## src/rtl/mw93_master.sv

```systemverilog
// rtl/mw93_master.sv - Microwire (93xx EEPROM) command master; optional poll timeout via MW_POLL_TIMEOUT_EN
`timescale 1ns/1ps
module mw93_master #(
    parameter int ADDR_W  = 6,
    parameter int DATA_W  = 16,
    parameter int CLK_DIV = 4,
    parameter int POLL_TO = 4096
) (
    input  logic              clk,
    input  logic              rst_n,
    input  logic              cmd_valid,
    output logic              cmd_ready,
    input  logic [1:0]        cmd_op,
    input  logic [ADDR_W-1:0] cmd_addr,
    input  logic [DATA_W-1:0] cmd_wdata,
    output logic              rsp_valid,
    output logic [DATA_W-1:0] rsp_rdata,
    output logic              rsp_err,
    output logic              busy,
    output logic              mw_cs,
    output logic              mw_sk,
    output logic              mw_di,
    input  logic              mw_do
);

    localparam int HDR_W = 3 + ADDR_W;
    localparam int FRM_W = HDR_W + DATA_W;
    localparam int BIT_W = $clog2(FRM_W);
    localparam int CNT_W = $clog2(2 * CLK_DIV);

    localparam logic [BIT_W-1:0]  HDR_LAST  = BIT_W'(HDR_W - 1);
    localparam logic [BIT_W-1:0]  FRM_LAST  = BIT_W'(FRM_W - 1);
    localparam logic [CNT_W-1:0]  LOW_LAST  = CNT_W'(CLK_DIV - 1);
    localparam logic [CNT_W-1:0]  CELL_LAST = CNT_W'(2 * CLK_DIV - 1);
    localparam logic [ADDR_W-1:0] EWEN_ADDR = {2'b11, {(ADDR_W-2){1'b0}}};

    localparam logic [1:0] OP_READ  = 2'b00;
    localparam logic [1:0] OP_WRITE = 2'b01;
    localparam logic [1:0] OP_ERASE = 2'b10;

    // Illegal divider or timeout values cannot produce a valid SK waveform
    if (CLK_DIV < 3 || POLL_TO < 1) begin : g_bad_params
        $error("mw93_master: CLK_DIV must be >= 3 and POLL_TO >= 1");
    end

    typedef enum logic [2:0] {
        S_IDLE, S_START, S_SHIFT, S_RDIN, S_GAP, S_POLL, S_DONE
    } state_t;

    state_t            state;
    logic [1:0]        op;
    logic [FRM_W-1:0]  sh;
    logic [DATA_W-1:0] rd_sh;
    logic [DATA_W-1:0] rd_next;
    logic [CNT_W-1:0]  div_cnt;
    logic [BIT_W-1:0]  bit_cnt;
    logic              do_meta;
    logic              do_sync;
    logic [1:0]        hdr_op;
    logic [ADDR_W-1:0] hdr_addr;
    logic [DATA_W-1:0] hdr_data;
    logic              err_q;

`ifdef MW_POLL_TIMEOUT_EN
    localparam int PW = $clog2(POLL_TO + 1);
    localparam logic [PW-1:0] POLL_LAST = PW'(POLL_TO - 1);
    logic [PW-1:0] poll_cnt;
    assign rsp_err = err_q;
`else
    assign rsp_err = 1'b0;
`endif

    assign busy    = ~cmd_ready;
    assign rd_next = {rd_sh[DATA_W-2:0], do_sync};

    // Translate the bus opcode into the on-wire opcode/address/data fields
    always_comb begin
        hdr_op   = 2'b10;
        hdr_addr = cmd_addr;
        hdr_data = '0;
        case (cmd_op)
            OP_READ:  hdr_op = 2'b10;
            OP_WRITE: begin
                hdr_op   = 2'b01;
                hdr_data = cmd_wdata;
            end
            OP_ERASE: hdr_op = 2'b11;
            default: begin
                hdr_op   = 2'b00;
                hdr_addr = EWEN_ADDR;
            end
        endcase
    end

    // Two-flop synchroniser for the asynchronous EEPROM data output
    always_ff @(posedge clk or negedge rst_n) begin
        if (!rst_n) begin
            do_meta <= 1'b0;
            do_sync <= 1'b0;
        end else begin
            do_meta <= mw_do;
            do_sync <= do_meta;
        end
    end

    // Frame sequencer: all pin and response outputs are registered here
    always_ff @(posedge clk or negedge rst_n) begin
        if (!rst_n) begin
            state     <= S_IDLE;
            op        <= OP_READ;
            sh        <= '0;
            rd_sh     <= '0;
            div_cnt   <= '0;
            bit_cnt   <= '0;
            cmd_ready <= 1'b1;
            rsp_valid <= 1'b0;
            rsp_rdata <= '0;
            err_q     <= 1'b0;
            mw_cs     <= 1'b0;
            mw_sk     <= 1'b0;
            mw_di     <= 1'b0;
`ifdef MW_POLL_TIMEOUT_EN
            poll_cnt  <= '0;
`endif
        end else begin
            rsp_valid <= 1'b0;
            err_q     <= 1'b0;
            case (state)
                S_IDLE: begin
                    if (cmd_valid) begin
                        op        <= cmd_op;
                        sh        <= {1'b1, hdr_op, hdr_addr, hdr_data};
                        bit_cnt   <= '0;
                        div_cnt   <= '0;
                        mw_cs     <= 1'b1;
                        mw_sk     <= 1'b0;
                        mw_di     <= 1'b0;
                        cmd_ready <= 1'b0;
                        state     <= S_START;
                    end
                end
                S_START: begin
                    if (div_cnt == LOW_LAST) begin
                        div_cnt <= '0;
                        mw_di   <= sh[FRM_W-1];
                        state   <= S_SHIFT;
                    end else begin
                        div_cnt <= div_cnt + 1'b1;
                    end
                end
                S_SHIFT: begin
                    if (div_cnt == LOW_LAST) begin
                        mw_sk <= 1'b1;
                    end
                    if (div_cnt == CELL_LAST) begin
                        mw_sk   <= 1'b0;
                        div_cnt <= '0;
                        bit_cnt <= bit_cnt + 1'b1;
                        sh      <= sh << 1;
                        if (bit_cnt == ((op == OP_WRITE) ? FRM_LAST : HDR_LAST)) begin
                            mw_di <= 1'b0;
                            case (op)
                                OP_READ:  state <= S_RDIN;
                                OP_WRITE, OP_ERASE: begin
                                    mw_cs <= 1'b0;
                                    state <= S_GAP;
                                end
                                default: begin
                                    mw_cs     <= 1'b0;
                                    rsp_valid <= 1'b1;
                                    state     <= S_DONE;
                                end
                            endcase
                        end else begin
                            mw_di <= sh[FRM_W-2];
                        end
                    end else begin
                        div_cnt <= div_cnt + 1'b1;
                    end
                end
                S_RDIN: begin
                    if (div_cnt == LOW_LAST) begin
                        mw_sk <= 1'b1;
                    end
                    if (div_cnt == CELL_LAST) begin
                        mw_sk   <= 1'b0;
                        div_cnt <= '0;
                        bit_cnt <= bit_cnt + 1'b1;
                        rd_sh   <= rd_next;
                        if (bit_cnt == FRM_LAST) begin
                            mw_cs     <= 1'b0;
                            rsp_rdata <= rd_next;
                            rsp_valid <= 1'b1;
                            state     <= S_DONE;
                        end
                    end else begin
                        div_cnt <= div_cnt + 1'b1;
                    end
                end
                S_GAP: begin
                    if (div_cnt == LOW_LAST) begin
                        div_cnt  <= '0;
                        mw_cs    <= 1'b1;
                        state    <= S_POLL;
`ifdef MW_POLL_TIMEOUT_EN
                        poll_cnt <= '0;
`endif
                    end else begin
                        div_cnt <= div_cnt + 1'b1;
                    end
                end
                S_POLL: begin
                    if (do_sync) begin
                        mw_cs     <= 1'b0;
                        rsp_valid <= 1'b1;
                        state     <= S_DONE;
                    end
`ifdef MW_POLL_TIMEOUT_EN
                    else if (poll_cnt == POLL_LAST) begin
                        mw_cs     <= 1'b0;
                        rsp_valid <= 1'b1;
                        err_q     <= 1'b1;
                        state     <= S_DONE;
                    end else begin
                        poll_cnt <= poll_cnt + 1'b1;
                    end
`endif
                end
                S_DONE: begin
                    cmd_ready <= 1'b1;
                    state     <= S_IDLE;
                end
                default: begin
                    mw_cs     <= 1'b0;
                    mw_sk     <= 1'b0;
                    mw_di     <= 1'b0;
                    cmd_ready <= 1'b1;
                    state     <= S_IDLE;
                end
            endcase
        end
    end

endmodule

```

## config.mk

```make
export PLATFORM = sky130hd
export DESIGN_NAME = mw93_master
export DESIGN_NICKNAME = d
export VERILOG_FILES = /design/src/rtl/mw93_master.sv
export SDC_FILE = /design/constraint.sdc
export NUM_CORES = 1
export LEC_CHECK = 0
export CAP_MARGIN = 5
export CORE_MARGIN = 3
export CORE_UTILIZATION = 59
export CTS_CLUSTER_SIZE = 16
export DETAILED_ROUTE_END_ITERATION = 8
export PLACE_DENSITY = 0.85
export SLEW_MARGIN = 10
export SYNTH_ARGS = -nofsm -noshare
export SYNTH_HDL_FRONTEND = slang
export SYNTH_SLANG_ARGS = --single-unit
```

## constraint.sdc

```tcl
create_clock -name clk -period 5.7 [get_ports clk]
set_input_delay 0.855 -clock clk [delete_from_list [all_inputs] [get_ports clk]]
set_output_delay 0.855 -clock clk [all_outputs]
set_load 0.01 [all_outputs]
```

[Word level (Yosys, flattened, before mapping)]
Index checks and enable logic that the tools add are counted.
Word-level totals
  logic and storage cells: 120
  bits in registers: 76
  input bits: 28
  output and inout bits: 23
Cells by class
  muxes and demuxes: 48
  $add $sub $neg: 2
  eq/ne operators: 25
  reduce and logical (&&, ||, !) cells: 26
  bitwise operators: 5
Operators with widths (count)
  $mux W25: 2
  $pmux W25 S2: 1
  $mux W3: 11
  $mux W1: 19
  $ne A2 B2 Y1 const B: 9
  $pmux W3 S6: 1
  $mux W16: 1
  $mux W5: 3
  $eq A3 B3 Y1 const B: 4
  $reduce_and A3 Y1: 4
  $pmux W5 S2: 1
  $eq A3 B2 Y1 const B: 3
  $pmux W3 S3: 1
  $reduce_and A9 Y1: 1
  $reduce_and A2 Y1: 4
  $reduce_and A8 Y1: 1
  $reduce_or A2 Y1: 4
  $reduce_or A4 Y1: 2
  $mux W6: 1
  $pmux W1 S3: 2
  $pmux W1 S6: 1
  $pmux W2 S3: 1
  $pmux W3 S2: 1
  $reduce_or A3 Y1: 2
  18 further kinds: 26

[Depth between registers and ports, before layout]
  depth after elaboration: 6
  gate-level depth with buffers: 7
  mapped depth without buffers: 6

[Least setup slack after synthesis]
OpenSTA, ideal clock, no wires.
  kind: register to register
  start: reg div_cnt[0]
  end: reg rsp_rdata[10]
  period minus slack after synthesis: 1.973 ns
  data required time: 5.575 ns
  cell stages (with the launch flop): 8
  arrival: 1.848 ns
  library setup time: 0.125 ns
  buffers on the path: 2
  path slack: 3.727 ns
  cells stage by stage: dfrtp_1 -> ha_1 -> ha_1 -> nand3_4 -> or3_1 -> buf_6 -> buf_8 -> mux2_4
Between the ends
  cells in the longest elaborated chain, start to end: 2
Ends and longest elaborated chain
  start, declared: RTL line 55  | logic [CNT_W-1:0] div_cnt;
  start signal, assigned: RTL line 148  | div_cnt <= div_cnt + 1'b1;
  start signal, assigned: RTL line 178  | div_cnt <= div_cnt + 1'b1;
  start signal, assigned: RTL line 197  | div_cnt <= div_cnt + 1'b1;
  $eq A3 B3 Y1: RTL line 185  | if (div_cnt == CELL_LAST) begin
  $reduce_and A3 Y1 (no source line)
  end signal, assigned: RTL line 192  | rsp_rdata <= rd_next;
  end, declared: RTL line 17  | output logic [DATA_W-1:0] rsp_rdata,
No other way between the ends.
A chain may end at the register's enable or synchronous reset.

[Worst setup path in the final report]
  start: reg state[2]
  end: reg rsp_rdata[1]
Between the ends
  cells in the longest elaborated chain, start to end: 2
Ends and longest elaborated chain
  start, declared: RTL line 50  | state_t state;
  start signal, assigned: RTL line 109  | state <= S_IDLE;
  start signal, assigned: RTL line 139  | state <= S_START;
  start signal, assigned: RTL line 146  | state <= S_SHIFT;
  $eq A3 B2 Y1: RTL line 128  | case (state)
  $reduce_and A3 Y1 (no source line)
No other way between the ends.

==> impl_metrics.csv <==
group,metric,value,unit
run_status,status,"completed",
clock_tree,cts_buffer_depth,2,
routing,vias,2715,
clock_tree,ctsHoldBuffers,0,
synthesis,synth_top_family_by_area,"simple AND/OR/NAND/NOR gates",
clock_tree,cts_num_sinks,76,
grt,overflow,0,
routing,drc_errors,0,
power_and_ir_drop,p_leak,1.98,nW
power_and_ir_drop,max-vdd-ir-drop,0.309,mV
layout,nFillCells,431,
die,num_io_pins,51,
timing,fin_tns_setup,0,ps
synthesis,synth_top_area_share,0.500,
grt,grt_pass1_wl,12800,um
timing,maxSlewViolCount,0,
die,die-area,7360,sq um
power_and_ir_drop,p_per_area,423,nW/um^2
grt,grtUsageTotal,0.222,
synthesis,synth_cell_type_count,52,
setup_path,critPathSlowestCell,"dfrtp_1",
setup_path,path_depth,4,
timing,rsz0062_at_grt,"false",
synthesis,synth_edf_count,0,
synthesis,synth_area_leaders,"dfrtp_1, mux2_2, ha_1",
setup_path,cp_top_family,"simple AND/OR/NAND/NOR gates",
synthesis,synthXorXnorAreaFrac,0.00933,
synthesis,synth_compound_area_frac,0.122,
synthesis,yosys_most_used_dff,"dfrtp_1",
synthesis,ys_warn_count,0,
die,die_w,85.8,um
grt,antenna_found_initial,0,
synthesis,ys_seq_area_frac,0.507,
setup_path,cp_data_required_time,5940,ps
clock_tree,worstSkewPairLatency,350,ps
setup_path,endpoint_kind,"register",
setup_path,cp_cell_sequence,"and2b_4 > nand3_4 > or3_1 > mux2_2",
layout,drive_gt1_frac,0.139,
routing,wl,7440,um
die,num_rows,28,
clock_tree,htreeDepth,3,
synthesis,synth_fa_ha_area_frac,0.0466,
synthesis,synth_fp_nets,409,
setup_path,critPathMaxFanout,34,
setup_path,max_stage_delay,1020,ps
timing,finalSetupViolations,0,
layout,seqCellArea,1900,sq um
routing,ant_nets,0,
timing,maxSlewHeadroom,0.320,
setup_path,reg2reg_to,"rsp_rdata[1]",
clock_tree,cts_tree,"built",
clock_tree,postCtsSetupRepairBufs,0,
synthesis,syn_area,3760,sq um
layout,multi_input_area,1680,sq um
timing,hold_viol,0,
placement,io_buffers,49,
die,core-area,6030,sq um
timing,fin_crit_sh,0.462,
placement,gp_congestion,0.821,
timing,fin_crit,2630,ps
setup_path,crit_buf_inv,0,
placement,dp_hpwl,4950,um
timing,max_freq,380,MHz
layout,final_nets,448,
timing,finClkSkew,7.58,ps
grt,grt_max_degree,77,
placement,pre_cts_slack,3100,ps
routing,wl_per_cell,15.3,um
routing,viasPerCell,5.59,
run,drv_cap,0,
setup_path,reg2reg_depth,4,
synthesis,syn_inst,367,
synthesis,muxShareOfSynthArea,0.105,
clock_tree,cts_resized,0,
layout,syn2layout_area_growth,18.8,%
synthesis,synthSimpleGateAreaFrac,0.161,
synthesis,async_flop_share,1.00,
timing,final.setup.worst_slack,3070,ps
clock_tree,clock-root-buffer,"clkbuf_8",
clock_tree,cts_buffers,9,
grt,grt_pass1_vias,2606,
synthesis,synth_top_area_cell,"dfrtp_1",
die,die_h,85.8,um
worst_hold_path,worstHoldPathType,"register to register",
setup_path,r2r_slack,3070,ps
layout,antenna_cells,0,
timing,worst_pin_slew,1020,ps
setup_path,worstSetupStartpointType,"register",
routing,dr.first_iter.drc_count,154,
setup_path,worstSetupPathType,"register to register",
clock_tree,clk_pin_slew,80,ps
synthesis,syn_avg_cell_area,10.2,sq um
routing,firstDrtPassIters,4,
worst_hold_path,hp-start,"do_meta",
worst_hold_path,min_to,"do_sync",
worst_hold_path,hold_depth,0,
die,initial_core_util,0.623,
setup_path,critical_path_arrival,2870,ps
setup_path,reg2reg_from,"state[2]",
synthesis,yosys_register_bits,76,
-- worst max path at each step --
stage / start / end / slack [ps]
floorplan: div_cnt[0] / rsp_rdata[10] / 3730
global placement: cmd_valid / bit_cnt[3] / 3160
detailed placement: cmd_valid / bit_cnt[4] / 3100
CTS: state[2] / rsp_rdata[1] / 3100
global route: state[2] / rsp_rdata[2] / 2910
finish: state[2] / rsp_rdata[1] / 3070
-- area by class of cell --
| type | instances | share of cell area |
|---|---|---|
| Clock buffer | 11 | 0.0339 |
| Clock inverter | 5 | 0.0132 |
| Sequential cell | 76 | 0.427 |
| Multi-Input combinational cell | 250 | 0.377 |
| Tap cell | 75 | 0.0210 |
| Inverter | 17 | 0.0143 |
| Timing Repair Buffer | 52 | 0.114 |
-- worst reg2reg max path: stages (launching register included) --
cell and delay [ps]:
dfrtp_1 1020, and2b_4 320, nand3_4 100, or3_1 660, mux2_2 410
-- flip-flops by register name, indices dropped and copies added (netlist names) --
name,flops
bit_cnt,5
cmd_ready,1
div_cnt,3
do_meta,1
do_sync,1
mw_cs,1
mw_di,1
mw_sk,1
op,2
rd_sh,15
rsp_rdata,16
rsp_valid,1
sh,25
state,3
-- cells in the final DEF, fill, tap and decap left out, types with 15 or more instances in the layout --
cell	netlist	final
dfrtp_1	75	75
nand2_1	45	45
a21oi_1	15	15
nor2_1	29	29
inv_1	17	17
clkdlybuf4s50_1	0	48
mux2_2	20	20
o21ai_0	17	17
nand3_1	19	19
a31oi_1	21	21
-- cells in the mapped netlist (4+ instances only) --
| library cell | instances |
|---|---|
| nor2_1 | 29 |
| a31oi_1 | 21 |
| inv_1 | 17 |
| clkbuf_1 | 14 |
| a21oi_1 | 15 |
| nand2_1 | 45 |
| mux2_4 | 10 |
| dfrtp_1 | 75 |
| nand3_1 | 19 |
| buf_1 | 4 |
| o21ai_0 | 17 |
| nand3b_1 | 5 |
| or3_1 | 5 |
| nor3b_1 | 4 |
| ha_1 | 14 |
| mux2_2 | 20 |
-- logic make-up (layout without fill, tap and decap cells) --
family / Yosys count / after routing
multiplexers: 32 / 32
adder cells (fa/ha/maj): 14 / 14
XOR/XNOR: 4 / 4
AND/OR/NAND/NOR: 125 / 125
flip-flops: 76 / 76
other: 1 / 1
buffers and inverters: 41 / 85
AO/OA/AOI/OAI: 74 / 74
-- per-stage QoR --
stage               cells  hold WS [ps]  utilization  cell area (sq um)  total power, mW
global placement      470           339        0.706               4250             1.42
global route          486           365        0.740               4460             2.04
finish                486           354        0.740               4460             1.89
detailed placement    470           341        0.706               4250             1.46
CTS                   486           349        0.740               4460             1.89
floorplan             367           331            -               3760             1.28
-- routing by layer --
layer | part of all wire | global-route usage | up-vias | routed length, um
met5 | 0 | 0 | - | 0
met4 | 0.014 | 0.0734 | 0 | 103
met2 | 0.46 | 0.331 | 71 | 3460
met1 | 0.47 | 0.320 | 1279 | 3520
li1 | - | - | 1354 | -
met3 | 0.049 | 0.0538 | 11 | 364
-- report_power, final --
group	internal [mW]	switching, mW
combinational	0.280	0.335
clock	0.227	0.205
sequential	0.684	0.157
total	1.19	0.697
(Power assumes the default switching activity.)
